<file path="src/rtl/instr_loader_if.sv">
`default_nettype none
// ============================================================================
// Module   : instr_loader_if
// Brief    : Byte-stream input, control and instruction-memory write bundle
//            for the instruction loader.
// Revision : 1.0 - initial release
// ============================================================================
interface instr_loader_if;
    logic       in_valid;
    logic [7:0] in_data;
    logic       in_ready;
    logic       load_req;
    logic       mem_we;
    logic [7:0] mem_addr;
    logic [7:0] mem_wdata;
    logic       core_rst;
    logic       done;
    logic       err;

    // Host / byte source side
    modport master (
        output in_valid, in_data, load_req,
        input  in_ready, mem_we, mem_addr, mem_wdata, core_rst, done, err
    );

    // Loader side
    modport slave (
        input  in_valid, in_data, load_req,
        output in_ready, mem_we, mem_addr, mem_wdata, core_rst, done, err
    );
endinterface
`default_nettype wire

</file>
<file path="src/rtl/instr_loader.sv">
`default_nettype none
// ============================================================================
// Module   : instr_loader
// Brief    : Parses framed byte stream (SYNC, BASE, LEN, payload, CHK) into
//            instruction-memory writes; holds the core in reset until a frame
//            with a good checksum has been loaded.
// Revision : 1.0 - initial release
// ============================================================================
module instr_loader #(
    parameter logic [7:0]  SYNC_BYTE = 8'hA5,
    parameter int unsigned TIMEOUT   = 1000
) (
    input  wire logic     clk,
    input  wire logic     rst,
    instr_loader_if.slave bus
);

    localparam int unsigned c_TO_W = (TIMEOUT < 2) ? 1 : $clog2(TIMEOUT + 1);
    localparam logic [c_TO_W-1:0] c_TO_LAST = c_TO_W'(TIMEOUT - 1);
    localparam logic [c_TO_W-1:0] c_TO_ONE  = c_TO_W'(1);

    typedef enum logic [2:0] {
        S_HUNT = 3'd0,
        S_BASE = 3'd1,
        S_LEN  = 3'd2,
        S_DATA = 3'd3,
        S_CHK  = 3'd4,
        S_DONE = 3'd5,
        S_ERR  = 3'd6
    } state_t;

    state_t              r_state;
    logic [7:0]          r_ptr;
    logic [7:0]          r_cnt;
    logic [7:0]          r_acc;
    logic [c_TO_W-1:0]   r_to_cnt;
    logic                r_mem_we;
    logic [7:0]          r_mem_addr;
    logic [7:0]          r_mem_wdata;
    logic                r_core_rst;
    logic                r_done;
    logic                r_err;

    state_t              w_state;
    logic [7:0]          w_ptr;
    logic [7:0]          w_cnt;
    logic [7:0]          w_acc;
    logic [c_TO_W-1:0]   w_to_cnt;
    logic                w_mem_we;
    logic [7:0]          w_mem_addr;
    logic [7:0]          w_mem_wdata;
    logic                w_core_rst;
    logic                w_done;
    logic                w_err;
    logic                w_in_ready;
    logic                w_accept;
    logic                w_in_frame;
    logic [7:0]          w_sum;

    always_ff @(posedge clk) begin
        if (!rst) begin
            r_state     <= S_HUNT;
            r_ptr       <= 8'd0;
            r_cnt       <= 8'd0;
            r_acc       <= 8'd0;
            r_to_cnt    <= '0;
            r_mem_we    <= 1'b0;
            r_mem_addr  <= 8'd0;
            r_mem_wdata <= 8'd0;
            r_core_rst  <= 1'b1;
            r_done      <= 1'b0;
            r_err       <= 1'b0;
        end else begin
            r_state     <= w_state;
            r_ptr       <= w_ptr;
            r_cnt       <= w_cnt;
            r_acc       <= w_acc;
            r_to_cnt    <= w_to_cnt;
            r_mem_we    <= w_mem_we;
            r_mem_addr  <= w_mem_addr;
            r_mem_wdata <= w_mem_wdata;
            r_core_rst  <= w_core_rst;
            r_done      <= w_done;
            r_err       <= w_err;
        end
    end

    always_comb begin
        w_state     = r_state;
        w_ptr       = r_ptr;
        w_cnt       = r_cnt;
        w_acc       = r_acc;
        w_to_cnt    = r_to_cnt;
        w_mem_we    = 1'b0;
        w_mem_addr  = r_mem_addr;
        w_mem_wdata = r_mem_wdata;
        w_core_rst  = r_core_rst;
        w_done      = r_done;
        w_err       = r_err;

        w_in_ready = (r_state != S_DONE) && (r_state != S_ERR);
        w_accept   = bus.in_valid && w_in_ready;
        w_in_frame = (r_state == S_BASE) || (r_state == S_LEN) ||
                     (r_state == S_DATA) || (r_state == S_CHK);
        w_sum      = r_acc + bus.in_data;

        // Idle counter only runs between bytes of a frame in progress
        if (w_in_frame) begin
            if (w_accept) begin
                w_to_cnt = '0;
            end else if (TIMEOUT != 0) begin
                w_to_cnt = r_to_cnt + c_TO_ONE;
            end
        end

        case (r_state)
            S_HUNT: begin
                if (w_accept && (bus.in_data == SYNC_BYTE)) begin
                    w_state  = S_BASE;
                    w_acc    = 8'd0;
                    w_err    = 1'b0;
                    w_to_cnt = '0;
                end
            end
            S_BASE: begin
                if (w_accept) begin
                    w_ptr   = bus.in_data;
                    w_acc   = bus.in_data;
                    w_state = S_LEN;
                end
            end
            S_LEN: begin
                if (w_accept) begin
                    w_cnt   = bus.in_data;
                    w_acc   = w_sum;
                    w_state = (bus.in_data == 8'd0) ? S_CHK : S_DATA;
                end
            end
            S_DATA: begin
                if (w_accept) begin
                    w_acc       = w_sum;
                    w_mem_we    = 1'b1;
                    w_mem_addr  = r_ptr;
                    w_mem_wdata = bus.in_data;
                    w_ptr       = r_ptr + 8'd1;
                    w_cnt       = r_cnt - 8'd1;
                    if (r_cnt == 8'd1) begin
                        w_state = S_CHK;
                    end
                end
            end
            S_CHK: begin
                if (w_accept) begin
                    w_acc = w_sum;
                    if (w_sum == 8'd0) begin
                        w_state    = S_DONE;
                        w_done     = 1'b1;
                        w_core_rst = 1'b0;
                    end else begin
                        w_state = S_ERR;
                        w_err   = 1'b1;
                    end
                end
            end
            S_DONE: begin
                if (bus.load_req) begin
                    w_state    = S_HUNT;
                    w_done     = 1'b0;
                    w_core_rst = 1'b1;
                end
            end
            S_ERR: begin
                // err deliberately persists until the next SYNC is accepted
                if (bus.load_req) begin
                    w_state = S_HUNT;
                end
            end
            default: begin
                w_state = S_HUNT;
            end
        endcase

        // Abort on the idle edge that would bring the counter to TIMEOUT
        if ((TIMEOUT != 0) && w_in_frame && !w_accept && (r_to_cnt == c_TO_LAST)) begin
            w_state  = S_ERR;
            w_err    = 1'b1;
            w_to_cnt = '0;
        end
    end

    assign bus.in_ready  = w_in_ready;
    assign bus.mem_we    = r_mem_we;
    assign bus.mem_addr  = r_mem_addr;
    assign bus.mem_wdata = r_mem_wdata;
    assign bus.core_rst  = r_core_rst;
    assign bus.done      = r_done;
    assign bus.err       = r_err;

endmodule
`default_nettype wire

</file>
<file path="src/flat_wrapper.sv">
// flat-port wrapper written by rule: the top's interface ports become plain ports
module instr_loader_flat 
#(
    parameter logic [7:0]  SYNC_BYTE = 8'hA5,
    parameter int unsigned TIMEOUT   = 1000
)
  (clk, rst, bus_in_valid, bus_in_data, bus_load_req, bus_in_ready, bus_mem_we, bus_mem_addr, bus_mem_wdata, bus_core_rst, bus_done, bus_err);
  instr_loader_if bus_i ();
  input  wire logic clk;
  input  wire logic rst;
  input wire logic [$bits(bus_i.in_valid)-1:0] bus_in_valid;
  input wire logic [$bits(bus_i.in_data)-1:0] bus_in_data;
  input wire logic [$bits(bus_i.load_req)-1:0] bus_load_req;
  output wire logic [$bits(bus_i.in_ready)-1:0] bus_in_ready;
  output wire logic [$bits(bus_i.mem_we)-1:0] bus_mem_we;
  output wire logic [$bits(bus_i.mem_addr)-1:0] bus_mem_addr;
  output wire logic [$bits(bus_i.mem_wdata)-1:0] bus_mem_wdata;
  output wire logic [$bits(bus_i.core_rst)-1:0] bus_core_rst;
  output wire logic [$bits(bus_i.done)-1:0] bus_done;
  output wire logic [$bits(bus_i.err)-1:0] bus_err;
  assign bus_i.in_valid = bus_in_valid;
  assign bus_i.in_data = bus_in_data;
  assign bus_i.load_req = bus_load_req;
  assign bus_in_ready = bus_i.in_ready;
  assign bus_mem_we = bus_i.mem_we;
  assign bus_mem_addr = bus_i.mem_addr;
  assign bus_mem_wdata = bus_i.mem_wdata;
  assign bus_core_rst = bus_i.core_rst;
  assign bus_done = bus_i.done;
  assign bus_err = bus_i.err;
  instr_loader #(.SYNC_BYTE(SYNC_BYTE), .TIMEOUT(TIMEOUT)) u_core (.clk(clk), .rst(rst), .bus(bus_i));
endmodule
</file>
<file path="config.mk">
export PLATFORM = sky130hd
export DESIGN_NAME = instr_loader_flat
export DESIGN_NICKNAME = d
export VERILOG_FILES = /design/src/rtl/instr_loader_if.sv /design/src/rtl/instr_loader.sv /design/src/flat_wrapper.sv
export SDC_FILE = /design/constraint.sdc
export NUM_CORES = 1
export LEC_CHECK = 0
export ABC_AREA = 1
export CORE_ASPECT_RATIO = 2
export CORE_MARGIN = 2
export CORE_UTILIZATION = 60
export CTS_CLUSTER_DIAMETER = 100
export DETAILED_ROUTE_END_ITERATION = 8
export HOLD_SLACK_MARGIN = 0.06
export PLACE_DENSITY = 0.93
export SLEW_MARGIN = 10
export SYNTH_ARGS = -nofsm -noshare
export SYNTH_HDL_FRONTEND = slang
export SYNTH_SLANG_ARGS = --single-unit
</file>
<file path="constraint.sdc">
create_clock -name clk -period 3.5 [get_ports clk]
set_input_delay 0.7 -clock clk [delete_from_list [all_inputs] [get_ports clk]]
set_output_delay 0.7 -clock clk [all_outputs]
set_load 0.05 [all_outputs]
</file>
==> out/metrics.yaml <==
route:
  wl_per_cell_um: 16.0
  vias: 3488
  ant_nets: 0
  drc: 0
  drt-pass1-iter-count: 5
  totalWireLength_um: 9440
  drt_iter0_markers: 258
  routed_via_density: 5.91
setup_path:
  crit_top_cell: "nand2_1"
  cp_num_buf_inv: 1
  worst-path-max-fanout: 3
  crit_family: "simple AND/OR/NAND/NOR gates"
  cp-startpoint: "bus_in_data[0]"
  worstPathArrival_ns: 3.17
  crit_path_max_incr_delay_ns: 0.49
  crit_required_ns: 3.77
  worstSetupPathType: "in2reg"
  r2r_start: "u_core.r_acc[0]"
  endpoint_kind: "flip-flop"
  crit_chain: "clkdlybuf4s50_1, ha_1, fa_1, or2_2, nor2_1, nand3_1, nor2_1, nand2_1, nand2_1, nand2_1, or2_0, a21oi_1"
  reg2reg_depth: 11
  r2r_end: "u_core.bus.done"
  r2r_slack_ns: 1.11
  worstSetupStartpointType: "input port"
  critPathSlowestCell: "clkdlybuf4s50_1"
cts:
  cts_hold_buffers: 0
  clk_pin_slew_worst_paths_ns: 0.06
  numCtsBuffers: 9
  cts_max_path_buffers: 2
  clock_latency_ns: 0.35
  h-tree-depth: 3
  cts_resized: 0
  clock-sinks: 57
  postCtsSetupBuffers: 0
  cts_tree: "done"
  root_buffer: "clkbuf_8"
timing:
  min_period_ns: 2.89
  fin_crit_sh_pct: 82.6
  slew_headroom_pct: 63.9
  whs_ns: 0.461
  setup_ws_ns: 0.610
  hold_viol: 0
  tightestPinTransition_ns: 0.540
  totalNegativeSetupSlack_ns: 0
  fmax_mhz: 346
  setup_viol: 0
  fin_skew_ns: 0.00615
  slew_violations: 0
  rsz0062_at_grt: "no"
worst_hold_path:
  min_path_cells: 2
  hold_start: "u_core.bus.mem_addr[2]"
  hold_class: "reg2reg"
  min_to: "u_core.bus.mem_addr[2]"
yosys:
  ys_types: 43
  netlist_area_mm2: 0.00336
  synth_fp_nets: 513
  yosysWarnings: 0
  synth_seq_area_share_pct: 34.0
  syn_avg_cell_area_um2: 6.86
  synth_seq_cells: 57
  synthCells: 489
power_and_ir_drop:
  power_mw: 1.51
  p_leak_nw: 1.62
  irDropWorstVdd_v: 0.000484
  p_per_area_mw_per_mm2: 385
floorplanning:
  dieArea_mm2: 0.00624
  rows: 38
  start_util_pct: 61.9
  die_y_um: 110
  die_x_um: 56.9
  io-pin-count: 33
  coreArea_mm2: 0.00542
layout:
  fin_cells: 590
  num_antenna_cells: 0
  drive_above_1_share_pct: 9.81
  areaGrowthSynthToFinish_pct: 16.6
  layout.area.seq_mm2: 0.00114
  nNetsFinal: 550
  fin_area_mm2: 0.00391
  multi_input_area_mm2: 0.00191
  fillers: 439
  fin_util_pct: 72.2
placed_design:
  dp_hpwl_um: 7080
  place_inst: 575
  place_area_mm2: 0.00374
  numPortBuffers: 32
  dp_slack_ns: 0.283
  gp_congestion: 0.934
grt:
  use_met1_pct: 30.1
  track_usage_pct: 31.5
  grt_pass1_vias: 3430
  grt_util_met3_pct: 5.76
  grt_pass1_wl_um: 15100
  busiest_layer: "met2"
  grt_max_degree: 22
  grt-ovfl-total: 0
  antenna_found_initial: 0
  met2_usage_pct: 57.6
outcome:
  outcome: "completed"
job:
  cap_violations: 0
-- layout by cell type, fill, tap and decap left out, types with 2 or more instances in the layout --
cell / n
nor2_1: 48
inv_1: 50
nand2_4: 3
o211ai_1: 3
o21ai_0: 33
nand2_2: 5
clkbuf_1: 2
a211oi_2: 2
inv_2: 4
nand3_1: 45
o2111ai_1: 2
ha_1: 11
xnor2_1: 3
inv_4: 3
clkdlybuf4s50_1: 32
a31oi_1: 11
o21ai_1: 2
nor2_2: 4
o22ai_1: 3
nand3b_1: 3
nand4_1: 8
clkinv_2: 3
xor2_1: 8
a21oi_1: 37
clkbuf_8: 9
buf_4: 9
nor3_1: 5
nand2_1: 107
nor2_4: 2
dfxtp_1: 57
-- kinds of logic (layout without fill, tap and decap cells) --
logic type      after synthesis  count (layout)  share of synthesized area (%)
simple gates                236             236                           32.3
compound gates              100             100                           17.0
buf+inv                      73             114                           9.13
flops                        57              57                           34.0
fa+ha+maj                    12              12                           4.70
xor+xnor                     11              11                           2.87
-- synth_stat cells --
master	count	share of area, %
nand3b_1	3	0.67
o2111ai_1	2	0.52
nor2_4	2	0.67
nor2_8	1	0.60
xnor2_1	3	0.78
a31oi_1	11	2.1
or2_2	1	0.19
a211oi_2	2	0.75
nand2_1	107	12
o21ai_2	1	0.26
a21oi_1	37	5.5
a21oi_2	1	0.26
inv_2	4	0.45
inv_1	50	5.6
o21ai_0	33	4.9
a221oi_1	1	0.26
nand3_2	1	0.30
buf_6	3	1.0
buf_2	2	0.30
a31o_2	1	0.26
nand3_1	45	6.7
o21ai_1	2	0.30
a21boi_1	1	0.22
o22ai_1	3	0.56
o211ai_1	3	0.67
nor3_1	5	0.75
inv_4	3	0.56
dfxtp_1	57	34
nor2_2	4	0.75
or2_1	1	0.19
o21a_1	1	0.22
clkbuf_1	10	1.1
xor2_1	8	2.1
nand2_2	5	0.93
ha_1	11	4.1
clkinv_1	1	0.11
or2_0	1	0.19
o22a_1	1	0.26
nand2_4	3	1.0
nor2_1	48	5.4
nand4_1	8	1.5
nor3_4	1	0.48
fa_1	1	0.60
-- worst register-to-register path: cells and delay by family, from the launching register on --
kind / cells / cell delay [ns]
AND/OR/NAND/NOR: 8 / 1.16
flip-flops: 1 / 0.32
adder cells (fa/ha/maj): 2 / 0.68
AO/OA/AOI/OAI: 1 / 0.15
-- sequential cells by signal (all words and copies together) (netlist names) --
register,count
u_core.bus.core_rst,1
u_core.bus.done,1
u_core.bus.err,1
u_core.bus.mem_addr,8
u_core.bus.mem_wdata,8
u_core.bus.mem_we,1
u_core.r_acc,8
u_core.r_cnt,8
u_core.r_ptr,8
u_core.r_state,3
u_core.r_to_cnt,10
-- layout make-up --
cell class / count / area share (%)
multi-input cells: 359 / 48.8
flip-flops and latches: 57 / 29.2
repair buffers: 41 / 9.91
inverters: 58 / 5.75
clock buffers: 11 / 3.36
well taps: 60 / 1.92
clock inverters: 4 / 1.15
-- power breakdown --
group          leakage (nW)  switching [mW]  internal [mW]  total [mW]
registers             0.459          0.0188          0.666       0.685
clock network        0.0929           0.263          0.321       0.584
logic                  1.07           0.156         0.0831       0.239
-- routing by layer --
layer  up-vias  wire [um]
met5         -          0
met4         0        623
met3        51        516
met2       137       5050
met1      1596       3250
li1       1704          -
-- how the worst max path moves through the flow --
stage,end,slack (ns),depth (start not counted)
after global placement,u_core.bus.done,0.41,12
final,u_core.bus.done,0.61,12
after CTS,u_core.bus.done,0.65,12
after detailed placement,u_core.bus.done,0.28,12
after global routing,u_core.bus.done,0.42,12
after floorplan,u_core.bus.done,0.98,11
No activity file was read; power rests on OpenSTA's default activity.
